[src/rtl/sevseg_scan_ctrl.sv]
// rtl/sevseg_scan_ctrl.sv - four-digit multiplexed seven-segment scan scheduler with guard slot and PWM
// Optional leading-zero suppression is built when LEADING_ZERO_BLANK_EN is defined.
module sevseg_scan_ctrl #(
  parameter int PRESCALE = 50
) (
  input  logic        CLK,
  input  logic        RST,
  input  logic [15:0] value,
  input  logic [3:0]  dp_mask,
  input  logic [3:0]  brightness,
  input  logic        blank,
  output logic [7:0]  SEG,
  output logic [3:0]  DIGIT,
  output logic        frame_start
);

  localparam int PW = (PRESCALE > 2) ? $clog2(PRESCALE) : 1;

  typedef enum logic [1:0] {
    ST_GUARD = 2'd0,
    ST_ON    = 2'd1,
    ST_OFF   = 2'd2
  } state_t;

  state_t      state_q, state_d;
  logic [PW-1:0] presc_q, presc_d;
  logic [1:0]  idx_q, idx_d;
  logic [3:0]  slot_q, slot_d;
  logic        boot_q, boot_d;
  logic [15:0] snap_value_q, snap_value_d;
  logic [3:0]  snap_dp_q, snap_dp_d;
  logic [3:0]  snap_bright_q, snap_bright_d;
  logic [7:0]  seg_q, seg_d;
  logic [3:0]  digit_q, digit_d;
  logic        frame_start_q, frame_start_d;

  logic        tick;
  logic        latch;
  logic        suppress;
  logic [3:0]  cur_code;

  // Active-low segment pattern, bit 0 = a .. bit 6 = g; anything above 9 renders as a dash.
  function automatic logic [6:0] glyph(input logic [3:0] code);
    logic [6:0] g;
    case (code)
      4'd0:    g = 7'b1000000;
      4'd1:    g = 7'b1111001;
      4'd2:    g = 7'b0100100;
      4'd3:    g = 7'b0110000;
      4'd4:    g = 7'b0011001;
      4'd5:    g = 7'b0010010;
      4'd6:    g = 7'b0000010;
      4'd7:    g = 7'b1111000;
      4'd8:    g = 7'b0000000;
      4'd9:    g = 7'b0010000;
      default: g = 7'b0111111;
    endcase
    return g;
  endfunction

  always_comb begin
    state_d       = state_q;
    idx_d         = idx_q;
    slot_d        = slot_q;
    boot_d        = 1'b0;
    snap_value_d  = snap_value_q;
    snap_dp_d     = snap_dp_q;
    snap_bright_d = snap_bright_q;

    tick    = (presc_q == PW'(PRESCALE - 1));
    presc_d = tick ? '0 : presc_q + PW'(1);

    if (tick) begin
      case (state_q)
        ST_GUARD: begin
          state_d = ST_ON;
          slot_d  = 4'd0;
        end
        ST_ON: begin
          if (slot_q == snap_bright_q) begin
            slot_d = 4'd0;
            if (snap_bright_q == 4'hF) begin
              state_d = ST_GUARD;
              idx_d   = idx_q + 2'd1;
            end else begin
              state_d = ST_OFF;
            end
          end else begin
            slot_d = slot_q + 4'd1;
          end
        end
        ST_OFF: begin
          if (slot_q == 4'd14 - snap_bright_q) begin
            slot_d  = 4'd0;
            state_d = ST_GUARD;
            idx_d   = idx_q + 2'd1;
          end else begin
            slot_d = slot_q + 4'd1;
          end
        end
        default: begin
          state_d = ST_GUARD;
          slot_d  = 4'd0;
        end
      endcase
    end

    // A new frame begins on the boot cycle and on every fresh entry into digit 0 GUARD.
    latch = boot_q ||
            (tick && (state_q != ST_GUARD) && (state_d == ST_GUARD) && (idx_d == 2'd0));
    if (latch) begin
      snap_value_d  = value;
      snap_dp_d     = dp_mask;
      snap_bright_d = brightness;
    end
    frame_start_d = latch;

    case (idx_d)
      2'd0:    cur_code = snap_value_d[3:0];
      2'd1:    cur_code = snap_value_d[7:4];
      2'd2:    cur_code = snap_value_d[11:8];
      default: cur_code = snap_value_d[15:12];
    endcase

    suppress = 1'b0;
`ifdef LEADING_ZERO_BLANK_EN
    case (idx_d)
      2'd3:    suppress = (snap_value_d[15:12] == 4'd0);
      2'd2:    suppress = (snap_value_d[15:8] == 8'd0);
      2'd1:    suppress = (snap_value_d[15:4] == 12'd0);
      default: suppress = 1'b0;
    endcase
`else
    suppress = 1'b0;
`endif

    seg_d = {~snap_dp_d[idx_d], glyph(cur_code)};

    digit_d = 4'hF;
    if ((state_d == ST_ON) && !blank && !suppress) begin
      digit_d[idx_d] = 1'b0;
    end
  end

  always_ff @(posedge CLK) begin
    if (RST) begin
      state_q       <= ST_GUARD;
      presc_q       <= '0;
      idx_q         <= 2'd0;
      slot_q        <= 4'd0;
      boot_q        <= 1'b1;
      snap_value_q  <= 16'h0000;
      snap_dp_q     <= 4'h0;
      snap_bright_q <= 4'h0;
      seg_q         <= 8'hFF;
      digit_q       <= 4'hF;
      frame_start_q <= 1'b0;
    end else begin
      state_q       <= state_d;
      presc_q       <= presc_d;
      idx_q         <= idx_d;
      slot_q        <= slot_d;
      boot_q        <= boot_d;
      snap_value_q  <= snap_value_d;
      snap_dp_q     <= snap_dp_d;
      snap_bright_q <= snap_bright_d;
      seg_q         <= seg_d;
      digit_q       <= digit_d;
      frame_start_q <= frame_start_d;
    end
  end

  assign SEG         = seg_q;
  assign DIGIT       = digit_q;
  assign frame_start = frame_start_q;

endmodule
[config.mk]
export PLATFORM = sky130hd
export DESIGN_NAME = sevseg_scan_ctrl
export DESIGN_NICKNAME = d
export VERILOG_FILES = /design/src/rtl/sevseg_scan_ctrl.sv
export SDC_FILE = /design/constraint.sdc
export NUM_CORES = 1
export LEC_CHECK = 0
export BUFFER_PORTS_ARGS = -buffer_cell sky130_fd_sc_hd__clkbuf_2
export CORE_MARGIN = 3
export CORE_UTILIZATION = 50
export CTS_BUF_LIST = sky130_fd_sc_hd__clkbuf_2
export CTS_CLUSTER_DIAMETER = 120
export DETAILED_ROUTE_END_ITERATION = 10
export GPL_TIMING_DRIVEN = 0
export HOLD_SLACK_MARGIN = 0.08
export PLACE_DENSITY = 0.71
export RECOVER_POWER = 100
export SKIP_CTS_REPAIR_TIMING = 1
export SLEW_MARGIN = 20
export SYNTH_ARGS = -nofsm -noshare
export SYNTH_HDL_FRONTEND = slang
export SYNTH_SLANG_ARGS = --single-unit
[constraint.sdc]
create_clock -name CLK -period 4.75 [get_ports CLK]
set_clock_uncertainty 0.1 [all_clocks]
set_input_delay 0.475 -clock CLK [delete_from_list [all_inputs] [get_ports CLK]]
set_output_delay 0.475 -clock CLK [all_outputs]
set_load 0.01 [all_outputs]
### Yosys cells after proc, flatten, opt, wreduce, memory -nomap -nowiden

Memory sizes are Yosys's and may differ from the RTL's. A register that Yosys moved wholly into a read port is not among the register bits.
Cells that the tools add are included.

* bits in registers: 52
* ROM bits: 112
* bits of input ports: 27
* output and inout bits: 13
* logic and storage cells: 64
* memories kept: 1

* add/sub/neg operators: 4
* magnitude comparators: 2
* equality and inequality tests: 9
* mux-type cells: 21
* bitwise gates (word level): 3
* reductions and logical operators: 13

Memories
* (no name shown): words 16, width 7, rd ports 1, clocked after Yosys merged registers in 1, write ports 0, line 45 `case (code)`

Operator list (number)
* $mux 16: 1
* $mux 2: 8
* $mux 4: 3
* $pmux 4 s3: 1
* $eq 4x4->1: 2
* $pmux 4 s2: 1
* $add 6x1->6 const B: 1
* $eq 2x1->1 const B: 3
* $eq 6x6->1 const B: 1
* $logic_not 2->1: 3
* $pmux 2 s3: 1
* $logic_and 1x1->1: 5
* $add 4x1->4 const B: 1
* $eq 2x2->1 const B: 2
* $eq 4x4->1 const B: 1
* $not 4->4: 1
* $pmux 2 s2: 1
* $reduce_or 2->1: 2
* $sub 4x4->4 const A: 1
* $lt 2x3->1 const B: 1
* $mux 1: 3
* $add 2x1->2 const B: 1
* $bmux 1 s2: 1
* $demux 1 s2: 1
* 5 further kinds: 6

### Depth between registers and ports, before layout

Gate-level depths: netlist of the first run.

* depth in word-level cells: 13
* mapped depth: 16
* depth with buffers taken out: 14

### Worst setup path before layout of the first run

OpenSTA, ideal clock, no wires.

* path type: flip-flop to flip-flop
* from: register state_q[1]
* to: register seg_q[2] (netlist: SEG[2])
* library setup time: 0.122 ns
* data arrival time: 3.257 ns
* data required time: 4.528 ns
* setup slack: 1.271 ns
* stages on the path, launching flop included: 13
* path buffers: 1
* clock period less this slack: 3.479 ns
* path through: dfxtp_1 > inv_1 > ha_1 > or3b_1 > clkbuf_1 > or4_1 > a21oi_1 > a211oi_2 > mux4_2 > a2bb2oi_4 > inv_1 > ha_1 > a221o_1

* cells in the longest elaborated chain, start to end: 9
* elaborated cells between the ends (all ways): 20
* those cells by class: eq/ne: 4; mux: 8; reduce/logical: 8

Ends and longest elaborated chain
* start: declaration: line 25 `state_t state_q, state_d;`
* start signal: assignment: line 159 `state_q <= state_d;`
* $eq 2x2->1, or another cell as far along: line 74 `case (state_q)`
* $pmux 2 s3: line 74
* $mux 2: line 73 `if (tick) begin`
* $logic_not 2->1: line 110 `(tick && (state_q != ST_GUARD) && (state_d == ST_GUARD) && (idx_d == 2'd0));`
* $logic_and 1x1->1 (2 in a row): line 110
* $logic_or 1x1->1: line 109 `latch = boot_q ||`
* $mux 16: line 111 `if (latch) begin`
* $pmux 4 s3 (*): line 118 `case (idx_d)`
* end: declaration: line 33 `logic [7:0] seg_q, seg_d;`

Mark *: on every way between the ends. The rest lies on a longest branch, timed or not.
A chain may end at the register's enable or synchronous reset.

### Worst setup path in the final report of the first run

* from: register state_q[1]
* to: register snap_value_q[1]

* cells in the longest elaborated chain, start to end: 8
* elaborated cells between the ends (all ways): 17
* those cells by class: eq/ne: 2; mux: 7; reduce/logical: 8

Ends and longest elaborated chain
* $eq 2x2->1, or another cell as far along: line 74
* $pmux 2 s3: line 74
* $mux 2: line 73
* $logic_not 2->1: line 110
* $logic_and 1x1->1: line 110
* $logic_and 1x1->1 (*): line 110
* $logic_or 1x1->1 (*): line 109
* $mux 16 (*): line 111
* end signal: assignment: line 164 `snap_value_q <= snap_value_d;`
* end: declaration: line 30 `logic [15:0] snap_value_q, snap_value_d;`

Marks and branches as above.

==> flow_metrics.env, run 1 <==
export IMPL_synth_edf_count=0
export IMPL_cts_path_max_buffers=2
export IMPL_synth_ff_latch_count=52
export IMPL_ctsHtreeMaxLevel=2
export IMPL_grt_usage=0.193
export IMPL_postSynth_asyncResetShare=0
export IMPL_ff2ff_setup_slack_ps=620
export IMPL_r2r_end="snap_value_q[1]"
export IMPL_setup_worst_path_end="snap_value_q[1]"
export IMPL_synth_top_area_share=0.381
export IMPL_leakage_uw=0.00130
export IMPL_grt_pass1_vias=2150
export IMPL_swShare=0.277
export IMPL_synth_flop_cell="dfxtp_1"
export IMPL_drtIter0Drc=96
export IMPL_r2r_cells=12
export IMPL_r2r_start="state_q[1]"
export IMPL_boundaryPins=40
export IMPL_synth_area_leader_cell="dfxtp_1"
export IMPL_power_per_cell_area_nw_per_um2=251
export IMPL_timing_final_crit_share=0.870
export IMPL_place_gp_congestion=0.784
export IMPL_peakVddDrop_mv=0.219
export IMPL_ys_warn_count=0
export IMPL_final_area_um2=3040
export IMPL_grt_pass1_wl_mm=9.81
export IMPL_syn_instance_count=287
export IMPL_routed_via_density=5.47
export IMPL_setup_viol=0
export IMPL_cts_tree="built"
export IMPL_syn_to_final_growth_pct=11.4
export IMPL_synth_area_um2=2730
export IMPL_grt_max_degree=16
export IMPL_synth_area_leaders="dfxtp_1, mux2i_1, ha_1"
export IMPL_hpwl_mm=4.31
export IMPL_tritoncts_num_sinks=52
export IMPL_combinationalPowerShare=0.158
export IMPL_synth_top_cells_by_count="dfxtp_1, nor2_1, mux2i_1"
export IMPL_drt_wl_total_mm=5.75
export IMPL_die_h_um=79.9
export IMPL_first_pass_iters=4
export IMPL_vias=2217
export IMPL_final_max_slew_viol_count=0
export IMPL_status="complete, no violations"
export IMPL_worstSetupStartpoint="state_q[1]"
export IMPL_dieWidth_um=79.9
export IMPL_antenna_cells=0
export IMPL_synth_distinct_cells=55
export IMPL_dieArea_um2=6390
export IMPL_drive_gt1_frac=0.146
export IMPL_p_sw_uw=211
export IMPL_overflow=0
export IMPL_cp_start_kind="flip-flop"
export IMPL_coreArea_um2=5200
export IMPL_hold_class="input port to flip-flop"
export IMPL_worst_slew_pin_slew_ps=808
export IMPL_cts_clk_slew_worst_paths_ps=250
export IMPL_cts_root_buf="clkbuf_2"
export IMPL_avgSynthCellArea_um2=9.52
export IMPL_postPlaceCellArea_um2=3010
export IMPL_worstPathArrival_ps=4390
export IMPL_slew_headroom=0.458
export IMPL_intPower_uw=551
export IMPL_post_drt_wl_per_cell_um=14.2
export IMPL_rows=26
export IMPL_worstSetupPathType="flip-flop to flip-flop"
export IMPL_drc=0
export IMPL_rsz0062_at_grt="no"
export IMPL_tns_ps=0
export IMPL_start_util=0.525
export IMPL_synth_most_common_cell="dfxtp_1"
export IMPL_crit_path_end_kind="flip-flop"
export IMPL_clockPowerShare=0.224
export IMPL_syn_nets=328
export IMPL_nets=375
export IMPL_ys_seq_area_frac=0.381
export IMPL_antenna_found_initial=0
export IMPL_hold_violations=0
export IMPL_max_freq_ghz=0.242
export IMPL_crit_required_ps=5000
export IMPL_clk_latency_ps=440
export IMPL_period_needed_ps=4130
export IMPL_max_cap_viol_count=0
export IMPL_io_buffers=39
export IMPL_p_seq_frac=0.618
export IMPL_worst_path_max_fanout=10
export IMPL_cts_made_buffers=5
export IMPL_final_antenna_net_count=0
-- power groups by stage --
| stage | Combinational (µW) | Clock (µW) | Sequential [µW] |
|---|---|---|---|
| after floorplan | 81.6 | 0 | 481 |
| after global placement | 119 | 0 | 479 |
| after detailed placement | 123 | 0 | 480 |
| after CTS | 123 | 179 | 471 |
| after global routing | 134 | 203 | 475 |
| final | 120 | 171 | 471 |
-- registers in the layout (all words and copies together) (netlist names) --
signal and cells:
snap_value_q 16, SEG 8, presc_q 6, DIGIT 4, slot_q 4, snap_bright_q 4
snap_dp_q 4, idx_q 2, state_q 2, boot_q 1, frame_start 1
-- area by class of cell --
| cell class | count | area (µm²) |
|---|---|---|
| repair buffers | 40 | 188 |
| inverters | 14 | 52.6 |
| plain buffers | 13 | 53.8 |
| well taps | 70 | 87.6 |
| clock inverters | 2 | 11.3 |
| fillers | 496 | 2160 |
| flip-flops and latches | 52 | 1040 |
| clock buffers | 6 | 30.0 |
| multi-input cells | 208 | 1580 |
-- layout by cell type, fill, tap and decap left out, types with 8 or more instances in the layout --
master,n
xor2_1,8
dfxtp_1,52
o21ai_0,14
nand3_1,10
nor2_1,39
clkbuf_2,31
inv_1,14
clkbuf_1,25
mux2i_1,33
ha_1,14
nand2_1,11
-- logic make-up (layout without fill, tap and decap cells) --
logic type | after synthesis | after routing | synth area share
DFF | 52 | 52 | 0.381
muxes | 39 | 39 | 0.158
xor gates and xnor gates | 12 | 12 | 0.0440
adders and majority gates | 14 | 14 | 0.0641
AOI/OAI and AO/OA | 57 | 57 | 0.157
and+or+nand+nor | 86 | 86 | 0.155
buffers and inverters | 27 | 75 | 0.0408
-- worst min path at each step --
| stage | start | to | slack (ps) | cells after the start |
|---|---|---|---|---|
| CTS | RST | boot_q | 80 | 1 |
| global route | value[15] | snap_value_q[15] | 100 | 3 |
| detailed placement | snap_value_q[7] | snap_value_q[7] | 350 | 2 |
| finish | brightness[0] | snap_bright_q[0] | 150 | 3 |
| floorplan | snap_value_q[15] | snap_value_q[15] | 330 | 2 |
| global placement | snap_value_q[7] | snap_value_q[7] | 340 | 2 |
-- per-stage QoR --
stage               hold slack, ps  power [µW]  worst slack (ps)  cells  utilization
floorplan                      329         563              1270    287            -
global placement               337         598               767    396        0.579
detailed placement             347         603               691    396        0.579
CTS                           80.2         773               638    404        0.587
global route                  97.1         813               237    405        0.585
finish                         147         762               615    405        0.585
-- per-layer routing --
| layer | global-route usage | vias to the layer above | wire, µm |
|---|---|---|---|
| li1 | - | 1124 | - |
| met1 | 0.251 | 1041 | 2720 |
| met2 | 0.320 | 46 | 2680 |
| met3 | 0.0429 | 6 | 287 |
| met4 | 0.0524 | 0 | 55 |
| met5 | 0 | - | 0 |
-- critical path, cell delays in order, from the launching register on --
cell and delay (ps):
dfxtp_1 460, inv_1 120, ha_1 290, or3b_1 330, clkbuf_1 220, or4_1 440, a21oi_1 240, a211oi_2 170
a31oi_1 220, clkbuf_1 430, clkbuf_1 660, mux2i_1 290, nor2_1 60
No activity file was read; power rests on OpenSTA's default activity.
==> run 2, diff against run 1 <==
- PLACE_DENSITY: 0.71 -> not set
- PLACE_DENSITY_LB_ADDON: not set -> 0.3
==> flow_metrics.env, run 2 (synthesis results as in run 1) <==
export IMPL_grt_usage=0.186
export IMPL_post_drt_wl_per_cell_um=13.9
export IMPL_leakage_uw=0.00129
export IMPL_nets=375
export IMPL_setup_viol=0
export IMPL_power_per_cell_area_nw_per_um2=251
export IMPL_boundaryPins=40
export IMPL_rsz0062_at_grt="no"
export IMPL_ctsHtreeMaxLevel=2
export IMPL_cts_path_max_buffers=2
export IMPL_drt_wl_total_mm=5.63
export IMPL_crit_required_ps=5020
export IMPL_die_h_um=79.9
export IMPL_grt_pass1_vias=2029
export IMPL_ff2ff_setup_slack_ps=570
export IMPL_worstSetupPathType="flip-flop to flip-flop"
export IMPL_grt_max_degree=16
export IMPL_max_cap_viol_count=0
export IMPL_hold_class="input port to flip-flop"
export IMPL_grt_pass1_wl_mm=9.32
export IMPL_slowest_stage="a211oi_2"
export IMPL_place_gp_congestion=0.849
export IMPL_fillerInstances=487
export IMPL_final_max_slew_viol_count=0
export IMPL_final_cell_mix="dfxtp_1, nor2_1, mux2i_1"
export IMPL_first_pass_iters=4
export IMPL_rows=26
export IMPL_final_antenna_net_count=0
export IMPL_timing_final_crit_share=0.879
export IMPL_tns_ps=0
export IMPL_whs_ps=145
export IMPL_worstPathCellList="inv_1, ha_1, or3b_1, clkbuf_1, or4_1, a21oi_1, a211oi_2, mux4_2, a2bb2oi_2, inv_1, ha_1, nor4b_1, a311oi_1"
export IMPL_cts_clk_slew_worst_paths_ps=260
export IMPL_io_buffers=39
export IMPL_worstPathArrival_ps=4440
export IMPL_antenna_cells=0
export IMPL_status="complete, no violations"
export IMPL_max_freq_ghz=0.239
export IMPL_crit_path_end_kind="flip-flop"
export IMPL_worst_path_max_fanout=10
export IMPL_top_register="snap_value_q"
export IMPL_cp_start_kind="flip-flop"
export IMPL_drc=0
export IMPL_dieWidth_um=79.9
export IMPL_worst_slew_pin_slew_ps=771
export IMPL_largest_reg_flops=16
export IMPL_antenna_found_initial=0
export IMPL_peakVddDrop_mv=0.167
export IMPL_cts_tree="built"
export IMPL_tritoncts_num_sinks=52
export IMPL_dieArea_um2=6390
export IMPL_cpPeakStageDelay_ps=660
export IMPL_coreArea_um2=5200
export IMPL_start_util=0.525
export IMPL_hpwl_mm=4.15
export IMPL_hold_violations=0
export IMPL_vias=2208
export IMPL_period_needed_ps=4180
export IMPL_cts_made_buffers=5
export IMPL_cts_root_buf="clkbuf_2"
export IMPL_drtIter0Drc=67
export IMPL_final_common_cell="dfxtp_1"
export IMPL_drive_gt1_frac=0.144
export IMPL_clk_latency_ps=440
export IMPL_syn_to_final_growth_pct=10.8
export IMPL_slew_headroom=0.486
export IMPL_overflow=0
export IMPL_routed_via_density=5.47
==> run 2: cell count changes in the layout (fill, tap and decap cells not counted), sizes merged <==
| cell | previous run | this run |
|---|---|---|
| buf | 2 | 1 |
==> run 2: routing by layer <==
layer  part of all wire  vias to the layer above  GRT usage
li1                   -                     1121          -
met1               0.49                     1037      0.247
met2               0.45                       42      0.295
met3              0.042                        8     0.0553
met4              0.012                        0     0.0456
met5                  0                        -          0
==> run 2: final cells by class <==
class                   count  area [µm²]  area share
plain buffers              13        52.6      0.0174
clock buffers               5        25.0     0.00827
clock inverters             2        12.5     0.00413
inverters                  14        52.6      0.0174
multi-input cells         208        1570       0.518
flip-flops and latches     52        1040       0.344
well taps                  70        87.6      0.0289
repair buffers             40         188      0.0620
==> run 2: stage by stage <==
| stage | util | power (µW) | std cells | area, µm² | setup slack, ps |
|---|---|---|---|---|---|
| 2_1_floorplan | - | 563 | 287 | 2730 | 1270 |
| 3_3_place_gp | 0.579 | 599 | 396 | 3010 | 728 |
| 3_5_place_dp | 0.579 | 602 | 396 | 3010 | 750 |
| 4_1_cts | 0.586 | 769 | 403 | 3050 | 674 |
| 5_1_grt | 0.581 | 806 | 404 | 3030 | 256 |
| 6_report | 0.581 | 761 | 404 | 3030 | 572 |
==> run 2: path summary, 6_finish.rpt <==
path | startpoint | endpoint | cells after the start
setup / recovery | state_q[1] | SEG[4] | 13
setup reg to reg | state_q[1] | SEG[4] | 13
hold / removal | brightness[2] | snap_bright_q[2] | 3
hold reg to reg | snap_value_q[7] | snap_value_q[7] | 2
==> run 2: report_power, final <==
part           switching [µW]  internal [µW]
sequential               11.1            460
combinational            65.5           53.7
clock                     138           32.4
total                     215            546
==> run 2: worst max-delay path: cells and delay by family, from the launching register on <==
kind                     cells  cell delay [ps]
AO/OA/AOI/OAI                4             1310
buffers and inverters        3              610
multiplexers                 1              600
adder cells (fa/ha/maj)      2              530
AND/OR/NAND/NOR              3              480
flip-flops                   1              470
==> run 3, diff against run 2 <==
- GPL_TIMING_DRIVEN: 0 -> not set
- clock period: 4.75 -> 5.3 ns (I/O delays scaled with it)
==> flow_metrics.env, run 3 (synthesis results as in run 1) <==
export IMPL_hpwl_mm=4.05
export IMPL_nets=363
export IMPL_rsz0062_at_grt="no"
export IMPL_worst_path_most_repeated_cell="clkbuf_1"
export IMPL_start_util=0.525
export IMPL_tns_ps=0
export IMPL_grt_pass1_wl_mm=9.52
export IMPL_p_sw_uw=194
export IMPL_use_met2=0.304
export IMPL_grt_busiest_layer="met2"
export IMPL_boundaryPins=40
export IMPL_ctsHtreeMaxLevel=2
export IMPL_cts_clk_slew_worst_paths_ps=270
export IMPL_drive_gt1_frac=0.149
export IMPL_max_cap_viol_count=1
export IMPL_grt_usage=0.188
export IMPL_p_seq_frac=0.622
export IMPL_coreArea_um2=5200
export IMPL_clockPowerShare=0.228
export IMPL_setup_viol=0
export IMPL_crit_path_end_kind="flip-flop"
export IMPL_final_max_slew_viol_count=41
export IMPL_status="complete, but fails checks"
export IMPL_peakVddDrop_mv=0.180
export IMPL_cts_path_max_buffers=2
export IMPL_slowest_stage="clkbuf_1"
export IMPL_syn_to_final_growth_pct=9.80
export IMPL_final_area_um2=3000
export IMPL_cts_made_buffers=5
export IMPL_final_cell_mix="dfxtp_1, nor2_1, mux2i_1"
export IMPL_grt_max_degree=41
export IMPL_first_pass_iters=4
export IMPL_drt_wl_total_mm=5.69
export IMPL_top_register="snap_value_q"
export IMPL_worst_slew_pin_slew_ps=1790
export IMPL_worst_path_max_fanout=16
export IMPL_crit_required_ps=5500
export IMPL_clk_latency_ps=460
export IMPL_dieWidth_um=79.9
export IMPL_leakage_uw=0.00128
export IMPL_final_antenna_net_count=0
export IMPL_slew_headroom=-0.195
export IMPL_cpPeakStageDelay_ps=710
export IMPL_worstPathCellList="inv_1, ha_1, or3b_1, or4_1, a21oi_1, a211oi_1, clkbuf_1, a31oi_4, clkbuf_1, mux2i_1, nor2_1"
export IMPL_tritoncts_num_sinks=52
export IMPL_use_met3=0.0429
export IMPL_antenna_cells=0
export IMPL_intPower_uw=490
export IMPL_post_drt_wl_per_cell_um=14.5
export IMPL_power_per_cell_area_nw_per_um2=228
export IMPL_swShare=0.284
export IMPL_hold_class="input port to flip-flop"
export IMPL_combinationalPowerShare=0.150
export IMPL_dieArea_um2=6390
export IMPL_cp_start_kind="flip-flop"
export IMPL_place_gp_congestion=0.838
export IMPL_fin_util=0.576
export IMPL_failed_checks="max-capacitance violations, max-slew violations"
export IMPL_cts_root_buf="clkbuf_2"
export IMPL_routed_via_density=5.64
export IMPL_timing_final_crit_share=0.804
export IMPL_power_total_uw=684
export IMPL_grt_pass1_vias=2060
export IMPL_drc=0
export IMPL_cts_tree="built"
export IMPL_overflow=0
export IMPL_die_h_um=79.9
export IMPL_crit_family="simple AND/OR/NAND/NOR gates"
export IMPL_max_freq_ghz=0.235
export IMPL_worstSetupPathType="flip-flop to flip-flop"
export IMPL_vias=2215
export IMPL_worst_path_buf_inv=3
export IMPL_postPlaceCellArea_um2=2990
export IMPL_whs_ps=190
export IMPL_worstPathArrival_ps=4450
export IMPL_largest_reg_flops=16
export IMPL_drtIter0Drc=86
export IMPL_period_needed_ps=4260
export IMPL_rows=26
export IMPL_hold_violations=0
export IMPL_io_buffers=39
export IMPL_antenna_found_initial=0
export IMPL_use_met1=0.250
export IMPL_final_common_cell="dfxtp_1"
-- run 3: cell type report --
cell class,count,area (µm²)
Sequential cell,52,1040
Fill cell,507,2210
Clock buffer,5,25.0
Tap cell,70,87.6
Clock inverter,3,13.8
Timing Repair Buffer,41,185
Multi-Input combinational cell,208,1590
Inverter,14,52.6
-- run 3: final timing paths --
check,startpoint,slack [ps],to,depth (start not counted)
setup / recovery,state_q[0],1040,snap_value_q[3],11
hold / removal,value[4],190,snap_value_q[4],3
setup reg to reg,state_q[0],1040,snap_value_q[3],11
hold reg to reg,snap_value_q[7],370,snap_value_q[7],2
-- run 3: metal layers --
layer | part of all wire | routed length [µm]
met1 | 0.47 | 2700
met2 | 0.46 | 2620
met3 | 0.050 | 287
met4 | 0.014 | 80
met5 | 0 | 0
-- run 3: through the flow --
step / setup slack [ps] / std cells
2_1_floorplan: 1820 / 287
3_3_place_gp: 1380 / 385
3_5_place_dp: 1290 / 385
4_1_cts: 1230 / 393
5_1_grt: 746 / 393
6_report: 1040 / 393
-- run 3: power by group through the flow --
stage / logic, µW / registers (µW) / clock network (µW)
floorplan: 73.1 / 431 / 0
detailed placement: 104 / 433 / 0
global route: 115 / 428 / 175
CTS: 105 / 425 / 164
global placement: 103 / 432 / 0
finish: 102 / 425 / 156
-- run 3: worst reg2reg max path, cell delays in order (launching register included) --
cell	delay, ps
dfxtp_1	480
inv_1	100
ha_1	280
or3b_1	510
or4_1	540
a21oi_1	200
a211oi_1	70
clkbuf_1	210
a31oi_4	590
clkbuf_1	710
mux2i_1	260
nor2_1	60
